File: src/rtl/comparator_arbiter.sv
// comparator_arbiter: round-robin arbitration of REQ_NUM requesters onto one
// shared DATA_WIDTH magnitude comparator. One transaction is in flight at a time.
// Build option: define CMP_ARB_SIGNED_EN to compare operands as two's-complement
// signed values. The default build compares them as unsigned.
module comparator_arbiter #(
  parameter int DATA_WIDTH = 8,
  parameter int REQ_NUM    = 4,
  localparam int ID_WIDTH  = (REQ_NUM > 1) ? $clog2(REQ_NUM) : 1
) (
  input  logic                          clk_i,
  input  logic                          rst_i,
  input  logic [REQ_NUM-1:0]            req_valid_i,
  output logic [REQ_NUM-1:0]            req_ready_o,
  input  logic [REQ_NUM*DATA_WIDTH-1:0] req_data_0_i,
  input  logic [REQ_NUM*DATA_WIDTH-1:0] req_data_1_i,
  output logic                          rsp_valid_o,
  input  logic                          rsp_ready_i,
  output logic [ID_WIDTH-1:0]           rsp_id_o,
  output logic                          rsp_equal_o,
  output logic                          rsp_greater_o,
  output logic                          rsp_lower_o
);

  typedef enum logic [1:0] {
    ST_IDLE    = 2'd0,
    ST_COMPARE = 2'd1,
    ST_RESPOND = 2'd2
  } state_e;

  state_e                state_q, state_d;
  logic [ID_WIDTH-1:0]   ptr_q, ptr_d;
  logic [ID_WIDTH-1:0]   id_q, id_d;
  logic [DATA_WIDTH-1:0] op0_q, op0_d;
  logic [DATA_WIDTH-1:0] op1_q, op1_d;
  logic                  eq_q, eq_d;
  logic                  gt_q, gt_d;
  logic                  lt_q, lt_d;

  // Per-requester operand views of the packed input buses.
  logic [DATA_WIDTH-1:0] op0_arr [REQ_NUM];
  logic [DATA_WIDTH-1:0] op1_arr [REQ_NUM];

  genvar gi;
  generate
    for (gi = 0; gi < REQ_NUM; gi++) begin : g_unpack
      assign op0_arr[gi] = req_data_0_i[gi*DATA_WIDTH +: DATA_WIDTH];
      assign op1_arr[gi] = req_data_1_i[gi*DATA_WIDTH +: DATA_WIDTH];
    end
  endgenerate

  // Comparator on the latched operands.
  logic cmp_eq, cmp_gt, cmp_lt;
  assign cmp_eq = (op0_q == op1_q);
`ifdef CMP_ARB_SIGNED_EN
  assign cmp_gt = ($signed(op0_q) > $signed(op1_q));
  assign cmp_lt = ($signed(op0_q) < $signed(op1_q));
`else
  assign cmp_gt = (op0_q > op1_q);
  assign cmp_lt = (op0_q < op1_q);
`endif

  // Round-robin search: first valid requester at or after the pointer, wrapping.
  logic                found;
  logic [ID_WIDTH-1:0] grant_id;
  logic [ID_WIDTH-1:0] cand;
  int                  sum;
  always_comb begin
    found    = 1'b0;
    grant_id = '0;
    cand     = '0;
    sum      = 0;
    for (int i = 0; i < REQ_NUM; i++) begin
      sum = int'(ptr_q) + i;
      if (sum >= REQ_NUM) sum = sum - REQ_NUM;
      cand = ID_WIDTH'(sum);
      if (!found && req_valid_i[cand]) begin
        found    = 1'b1;
        grant_id = cand;
      end
    end
  end

  // Next-state logic and request-side ready; ready is only offered in IDLE.
  always_comb begin
    state_d     = state_q;
    ptr_d       = ptr_q;
    id_d        = id_q;
    op0_d       = op0_q;
    op1_d       = op1_q;
    eq_d        = eq_q;
    gt_d        = gt_q;
    lt_d        = lt_q;
    req_ready_o = '0;
    case (state_q)
      ST_IDLE: begin
        if (found && !rst_i) begin
          req_ready_o[grant_id] = 1'b1;
          op0_d   = op0_arr[grant_id];
          op1_d   = op1_arr[grant_id];
          id_d    = grant_id;
          ptr_d   = (int'(grant_id) == REQ_NUM - 1) ? '0 : grant_id + 1'b1;
          state_d = ST_COMPARE;
        end
      end
      ST_COMPARE: begin
        eq_d    = cmp_eq;
        gt_d    = cmp_gt;
        lt_d    = cmp_lt;
        state_d = ST_RESPOND;
      end
      ST_RESPOND: begin
        if (rsp_ready_i) state_d = ST_IDLE;
      end
      default: state_d = ST_IDLE;
    endcase
  end

  // State, pointer, operand and result registers; reset discards any in-flight work.
  always_ff @(posedge clk_i or posedge rst_i) begin
    if (rst_i) begin
      state_q <= ST_IDLE;
      ptr_q   <= '0;
      id_q    <= '0;
      op0_q   <= '0;
      op1_q   <= '0;
      eq_q    <= 1'b0;
      gt_q    <= 1'b0;
      lt_q    <= 1'b0;
    end else begin
      state_q <= state_d;
      ptr_q   <= ptr_d;
      id_q    <= id_d;
      op0_q   <= op0_d;
      op1_q   <= op1_d;
      eq_q    <= eq_d;
      gt_q    <= gt_d;
      lt_q    <= lt_d;
    end
  end

  assign rsp_valid_o   = (state_q == ST_RESPOND);
  assign rsp_id_o      = id_q;
  assign rsp_equal_o   = eq_q;
  assign rsp_greater_o = gt_q;
  assign rsp_lower_o   = lt_q;

endmodule

File: config.mk
export PLATFORM = sky130hd
export DESIGN_NAME = comparator_arbiter
export DESIGN_NICKNAME = d
export VERILOG_FILES = /design/src/rtl/comparator_arbiter.sv
export SDC_FILE = /design/constraint.sdc
export NUM_CORES = 1
export LEC_CHECK = 0
export BUFFER_PORTS_ARGS = -buffer_cell sky130_fd_sc_hd__buf_2
export CAP_MARGIN = 25
export CORE_UTILIZATION = 48
export DETAILED_ROUTE_END_ITERATION = 12
export PLACE_DENSITY = 0.8
export SYNTH_ARGS = -nofsm -noshare
export SYNTH_HDL_FRONTEND = slang
export SYNTH_SLANG_ARGS = --single-unit
export TNS_END_PERCENT = 20
File: constraint.sdc
create_clock -name clk_i -period 2.27 [get_ports clk_i]
set_input_delay 0.227 -clock clk_i [delete_from_list [all_inputs] [get_ports clk_i]]
set_output_delay 0.227 -clock clk_i [all_outputs]
set_load 0.01 [all_outputs]
==> results.md, run 1 <==
* Critical path peak fanout at 9
* Chip height at ~65 microns
* Hold_buf cts at 0
* Leak at approximately 1.2 nW
* Synth Flop Type: dfrtp_1
* Routed Antenna Nets at 0
* Largest net degree at the start of global routing at 26
* DR WL/cell at 16.1 microns
* DP HPWL at ~4200 microns
* Final setup fails at 0
* Req. time, crit path at between 2 and 2.5 ns
* Setup ws final at ~0.098 ns
* Post-synth ARST share at 100%
* Worst path cell trace: nor3_2 > o41ai_4 > nor3_2 > inv_1 > nor2_1 > buf_2
* Crit. End Element: output pin
* Slew headroom at roughly 66%
* Number of distinct library cells after synthesis at 35
* TritonCTS clock tree: yes
* Vias in the first global route at 2078
* CP Class: reg2out
* GRT Total Usage at 29.8%
* Starting Density at around half
* RR Endpoint: op0_q[0]
* Nets at just under 400
* Multi-input gate area at 0.00114 sq mm
* Die Area at 0.00422 sq mm
* Crit-path leading delay family: simple AND/OR/NAND/NOR gates
* Post-synth EDFFs at 0
* Worst skew pair latency at 0.27 ns
* Power Dens Cells at between 1000 and 1500 mW/mm^2
* FF/Latch Area at between 600 and 700 sq um
* Core Rows at 22
* Post-Syn Instances at between 200 and 250
* Yosys reg bits at 25
* Final Hold Fails at 0
* Layout fillers at ~340
* Reg power frac at 32.1%
* RR Startpoint: state_q[1]
* Share of layout cells above drive strength 1 at a little under two fifths
* Drt initial violations at about 180
* YS warnings at 0
* Setup crit start: state_q[1]
* Worst EP arrival at slightly below 2 ns
* P_int at between 1 and 1.5 mW
* GR peak layer: met2
* Final Critical Period at around 2.2 ns
* Sequential element share of the synthesized area at around 33%
* Worst-margin pin slew at around 0.51 ns
* CTS root buf: clkbuf_8
* GR Util met3 at under 10%
* Part of the power in the clock network at 11.0%
* Max_cap viols at 0
* Cell count of the worst reg-to-reg path at 6
* Port bufs at 80
* Pre-CTS setup slack at roughly 0.28 ns
* Worst path max stage delay at around 0.48 ns
* Clock transition at path regs at approximately 0.090 ns
* Critical path launch point type: flop
* Die Wd at 64.9 microns
* GRT met1 Usage at about two fifths
* Fin crit share at around 96%
* Slowest cell on crit path: nor3_2
* Bufs and invs on worst path at 2
* Mean Syn Cell Area at ~8.3 sq um
* First-pass GRT wire length at about 9700 microns
* CTS H-tree depth at 1
* Net switching power figure at roughly 1.1 mW
* Via count at 2122
* Remaining Overflow, GRT at 0
* Via density at roughly 6
* Max Clk Rate at roughly 460 MHz
* Placer congestion estimate at about 0.85
* Crit-path most repeated cell: nor3_2
* Drt drc at 0
* TritonCTS buffer count at 3
* RSZ-0062 raised after global routing: yes
* Routed WL at about 5700 microns
* Reg2Reg Setup Slack at 0.32 ns
* Antenna violations before repair at 0
* First-pass iteration count of the detailed router at 4
* Net Sw Frac at around 45%
* Hold Worst Slack at 0.0126 ns
* Clock sinks at 25
* Diode count at 0
* Max VDD drop at between 0.5 and 0.6 mV
* Post-route clock skew at about 0.0030 ns
* Maximum clock path buffer count at 2
* Mapped Area at ~0.0019 sq mm
* Stages on worst setup path at 6
* Hold Path Class: in2async
* Gate power share at 56.9%
* Ports at 81
* Post-Syn Nets at approximately 310
* Run status: complete, no violations
* Max-slew violations at 0
* Core Box Area at approximately 0.0037 sq mm
* Synth-to-layout area growth at 28.2%
* GRT met2 Usage at roughly 48%
## cell type report
| type | instances | share of cell area (%) |
|---|---|---|
| clock buffers | 4 | 1.85 |
| multi-input cells | 171 | 46.9 |
| repair buffers | 93 | 20.7 |
| well taps | 48 | 2.46 |
| flip-flops and latches | 25 | 25.7 |
| inverters | 15 | 2.41 |
## power by group through the flow
stage,sequential (mW),clock (mW),combinational [mW]
after floorplan,0.769,0,0.963
after global placement,0.786,0,1.33
after detailed placement,0.797,0,1.36
after CTS,0.788,0.272,1.37
after global routing,0.814,0.287,1.60
final,0.794,0.273,1.41
## sequential cells by signal (all words and copies together) (netlist names)
register       count
ptr_q              2
op0_q              8
rsp_greater_o      1
rsp_lower_o        1
rsp_id_o           2
rsp_equal_o        1
op1_q              8
state_q            2
## cell usage after synthesis, types with 2 or more instances
cell type | number | area share (%)
inv_2 | 2 | 0.39
a21o_1 | 3 | 1.2
buf_2 | 5 | 1.3
buf_1 | 3 | 0.59
inv_1 | 13 | 2.6
ha_1 | 9 | 5.9
nand2b_1 | 4 | 1.3
clkbuf_1 | 7 | 1.4
nor3_2 | 2 | 1.1
nor3_1 | 3 | 0.79
dfrtp_1 | 25 | 33
nand4_1 | 32 | 11
a21oi_1 | 4 | 1.1
a21bo_2 | 15 | 7.9
nor2_1 | 4 | 0.79
nor2b_1 | 2 | 0.66
or2_1 | 2 | 0.66
o21ai_0 | 3 | 0.79
o31ai_1 | 17 | 6.7
buf_4 | 2 | 0.79
nand3_1 | 30 | 7.9
nand2_1 | 28 | 5.5
## placed cells by master, fill, tap and decap left out, types with 2 or more instances in the layout
cell	count
buf_6	2
a21o_1	3
o31ai_1	17
nor3_2	2
buf_2	80
nand3_1	30
buf_4	11
nor3_1	3
nor2_1	4
nand4_1	32
inv_1	13
or2_1	2
a21bo_2	15
nand2b_1	4
ha_1	9
dfrtp_1	25
clkbuf_8	3
a21oi_1	4
nor2b_1	2
o21ai_0	3
nand2_1	28
## metal layers
metal  wire [microns]  part of all wire, %
met5                0                    0
met4              104                  1.8
met3              437                  7.6
met2             2720                   47
met1             2480                   43
## metrics by stage
stage               power [mW]  util (%)  setup TNS, ns  instances  instance area (sq um)
floorplan                 1.73         -              0        228                   1900
global placement          2.11      63.2              0        350                   2370
detailed placement        2.16      63.2              0        350                   2370
CTS                       2.43      64.4              0        354                   2410
global route              2.70      65.1         -0.157        356                   2440
finish                    2.47      65.1              0        356                   2440
## worst max-delay path by stage
stage               slack, ns              to
CTS                     0.005  req_ready_o[3]
global placement         0.34  req_ready_o[3]
finish                    0.1  req_ready_o[2]
detailed placement       0.28        op1_q[5]
global route             -0.1  req_ready_o[2]
floorplan                0.42  req_ready_o[3]
## repair_timing
item                       4_1_cts  5_1_grt
setup endpoints to repair        0        2
resized for setup                0        2
setup buffers                    0        0
## worst min-delay path, cell delays in order
cell	delay, ns
buf_2	0.11
inv_1	0.04
buf_4	0.31
## logic make-up after synthesis
group,share of synthesized area (%)
compound gates,22.6
simple gates,30.5
fa+ha+maj,5.92
flops,32.9
buf+inv,7.04
mux,1.12
Power figures use the tool's default switching activity.
==> inputs of run 2 (changes only) <==
HOLD_SLACK_MARGIN = 0.05   (was not set)
==> run 2 against run 1 <==
Design area increased by 0.51%; critical path depth is the same; global-route usage grew 0.30 points; first-iteration DRC count rose by 2.9%; via count is 1.6% higher; total power grew 0.43%; worst hold slack improved by 0.12 ns; core utilization up 0.33 points; clock power barely moved; routed wire length grew 1.7%; register-to-register slack is essentially flat; critical endpoint unchanged; highest routed layer unchanged.
==> results.md, run 2 (synthesis results as in run 1) <==
* Power Dens Cells at just over 1000 mW/mm^2
* Commonest non-fill, non-tap cell in the layout: buf_2
* Routed Antenna Nets at 0
* Vias in the first global route at between 2000 and 2500
* WHS Endpoint: state_q[1]
* Chip height at ~65 microns
* Req. time, crit path at between 2 and 2.5 ns
* Total power at 2.48 mW
* Setup TNS at 0 ns
* Share of layout cells above drive strength 1 at 38.2%
* Nets at 390
* Non-filler cells, final at around 360
* Diode count at 0
* First-pass iteration count of the detailed router at 6
* Worst skew pair latency at approximately 0.27 ns
* Die Area at approximately 0.0042 sq mm
* Multi-input gate area at approximately 0.0011 sq mm
* CP Class: reg2out
* RR Startpoint: state_q[1]
* Final Critical Period at 2.16 ns
* Maximum clock path buffer count at 2
* Via count at roughly 2200
* CTS root buf: clkbuf_8
* Post-route clock skew at 0.00163 ns
* Routed WL at a little under 6000 microns
* TritonCTS clock tree: yes
* Core Box Area at roughly 0.0037 sq mm
* Max VDD drop at ~0.56 mV
* TritonCTS buffer count at 3
* GRT Total Usage at between 30% and 40%
* First-pass GRT wire length at 9760 microns
* Layout fillers at roughly 340
* Critical path launch point type: flop
* Antenna violations before repair at 0
* Starting Density at approximately half
* Commonest cells after routing, fill and taps aside: buf_2 (80), nand4_1 (32), nand3_1 (30)
* Final setup fails at 0
* Post-DP Area at between 0.002 and 0.0025 sq mm
* Die Wd at roughly 65 microns
* Worst EP arrival at roughly 1.9 ns
* Max-slew violations at 0
* Remaining Overflow, GRT at 0
* Max_cap viols at 0
* Clock sinks at 25
* Top flop regs: op0_q: 8 flops, op1_q: 8 flops
* Layout Utilization at 65.4%
* Post-placement cell count at between 300 and 400
* Port bufs at 80
* Hold Path Class: in2reg
* Drt initial violations at 180
* Clock transition at path regs at around 0.090 ns
* Critical path peak fanout at 9
* FF/Latch Area at about 630 sq um
* DR WL/cell at approximately 16 microns
* DP HPWL at roughly 4200 microns
* Fin crit share at a little over nine tenths
* Hold path depth at 2
* Drt drc at 0
* Leak at 1.22 nW
* Max Clk Rate at around 460 MHz
* Synth-to-layout area growth at 28.8%
* Reg2Reg Setup Slack at 0.32 ns
* Slew headroom at roughly two thirds
* Core Rows at 22
* RSZ-0062 raised after global routing: yes
* Via density at a little over 6
* Final Hold Fails at 0
* Placer congestion estimate at between 0.8 and 0.9
* RR Endpoint: op1_q[3]
* HP Start: rsp_ready_i
* Cell count of the worst reg-to-reg path at 6
* Largest net degree at the start of global routing at 26
* Worst-margin pin slew at slightly above 0.5 ns
* Ports at roughly 80
* CTS H-tree depth at 1
* Run status: complete, no violations
* Design area at ~0.0024 sq mm
* Crit. End Element: output pin
## run 2: changes by cell type in the layout (fill, tap and decap cells not counted), sizes merged
| cell | delta |
|---|---|
| dlygate4sd3 | +1 |
## run 2: power by group
group	switching, mW	leakage [nW]	internal, mW
clock network	0.145	0.0228	0.126
registers	0.145	0.313	0.648
logic	0.824	0.889	0.597
## run 2: final cells by class
class                           instances  share of cell area, %
Clock buffer                            4                   1.84
Sequential cell                        25                   25.5
Inverter                               15                   2.50
Tap cell                               48                   2.45
Timing Repair Buffer                   94                   21.0
Multi-Input combinational cell        171                   46.6
## run 2: worst max-delay path, stage by stage (launching register included)
cell and delay [ns]:
dfrtp_1 0.41, nor3_2 0.27, o41ai_4 0.15, nor3_2 0.48
inv_1 0.11, nor2_1 0.11, buf_2 0.13
## run 2: routing by layer
| layer | vias to the layer above | GRT usage [%] | part of all wire [%] |
|---|---|---|---|
| li1 | 1014 | - | - |
| met1 | 1003 | 39.7 | 42 |
| met2 | 124 | 49.5 | 48 |
| met3 | 14 | 5.46 | 8.4 |
| met4 | 0 | 9.72 | 2.0 |
| met5 | - | 0 | 0 |
## run 2: repair_timing
action / 4_1_cts / 5_1_grt
buffers inserted: 0 / 0
hold endpoints to repair: 25 / 0
endpoints found under the setup margin: 0 / 2
hold buffers: 1 / 0
resized for setup: 0 / 3
## run 2: through the flow
stage / hold slack, ns / setup slack (ns)
6_report: 0.131 / 0.111
5_1_grt: 0.153 / -0.0947
4_1_cts: 0.134 / 0.00542
3_5_place_dp: 0.318 / 0.284
3_3_place_gp: 0.318 / 0.340
2_1_floorplan: 0.254 / 0.424
## run 2: worst max-delay path by stage
stage | startpoint | to | slack [ns] | depth (start not counted)
after floorplan | ptr_q[1] | req_ready_o[3] | 0.42 | 8
after detailed placement | ptr_q[1] | op1_q[5] | 0.28 | 5
after CTS | ptr_q[1] | req_ready_o[3] | 0.005 | 7
after global placement | ptr_q[1] | req_ready_o[3] | 0.34 | 7
after global routing | state_q[1] | req_ready_o[2] | -0.09 | 6
final | state_q[1] | req_ready_o[2] | 0.11 | 6
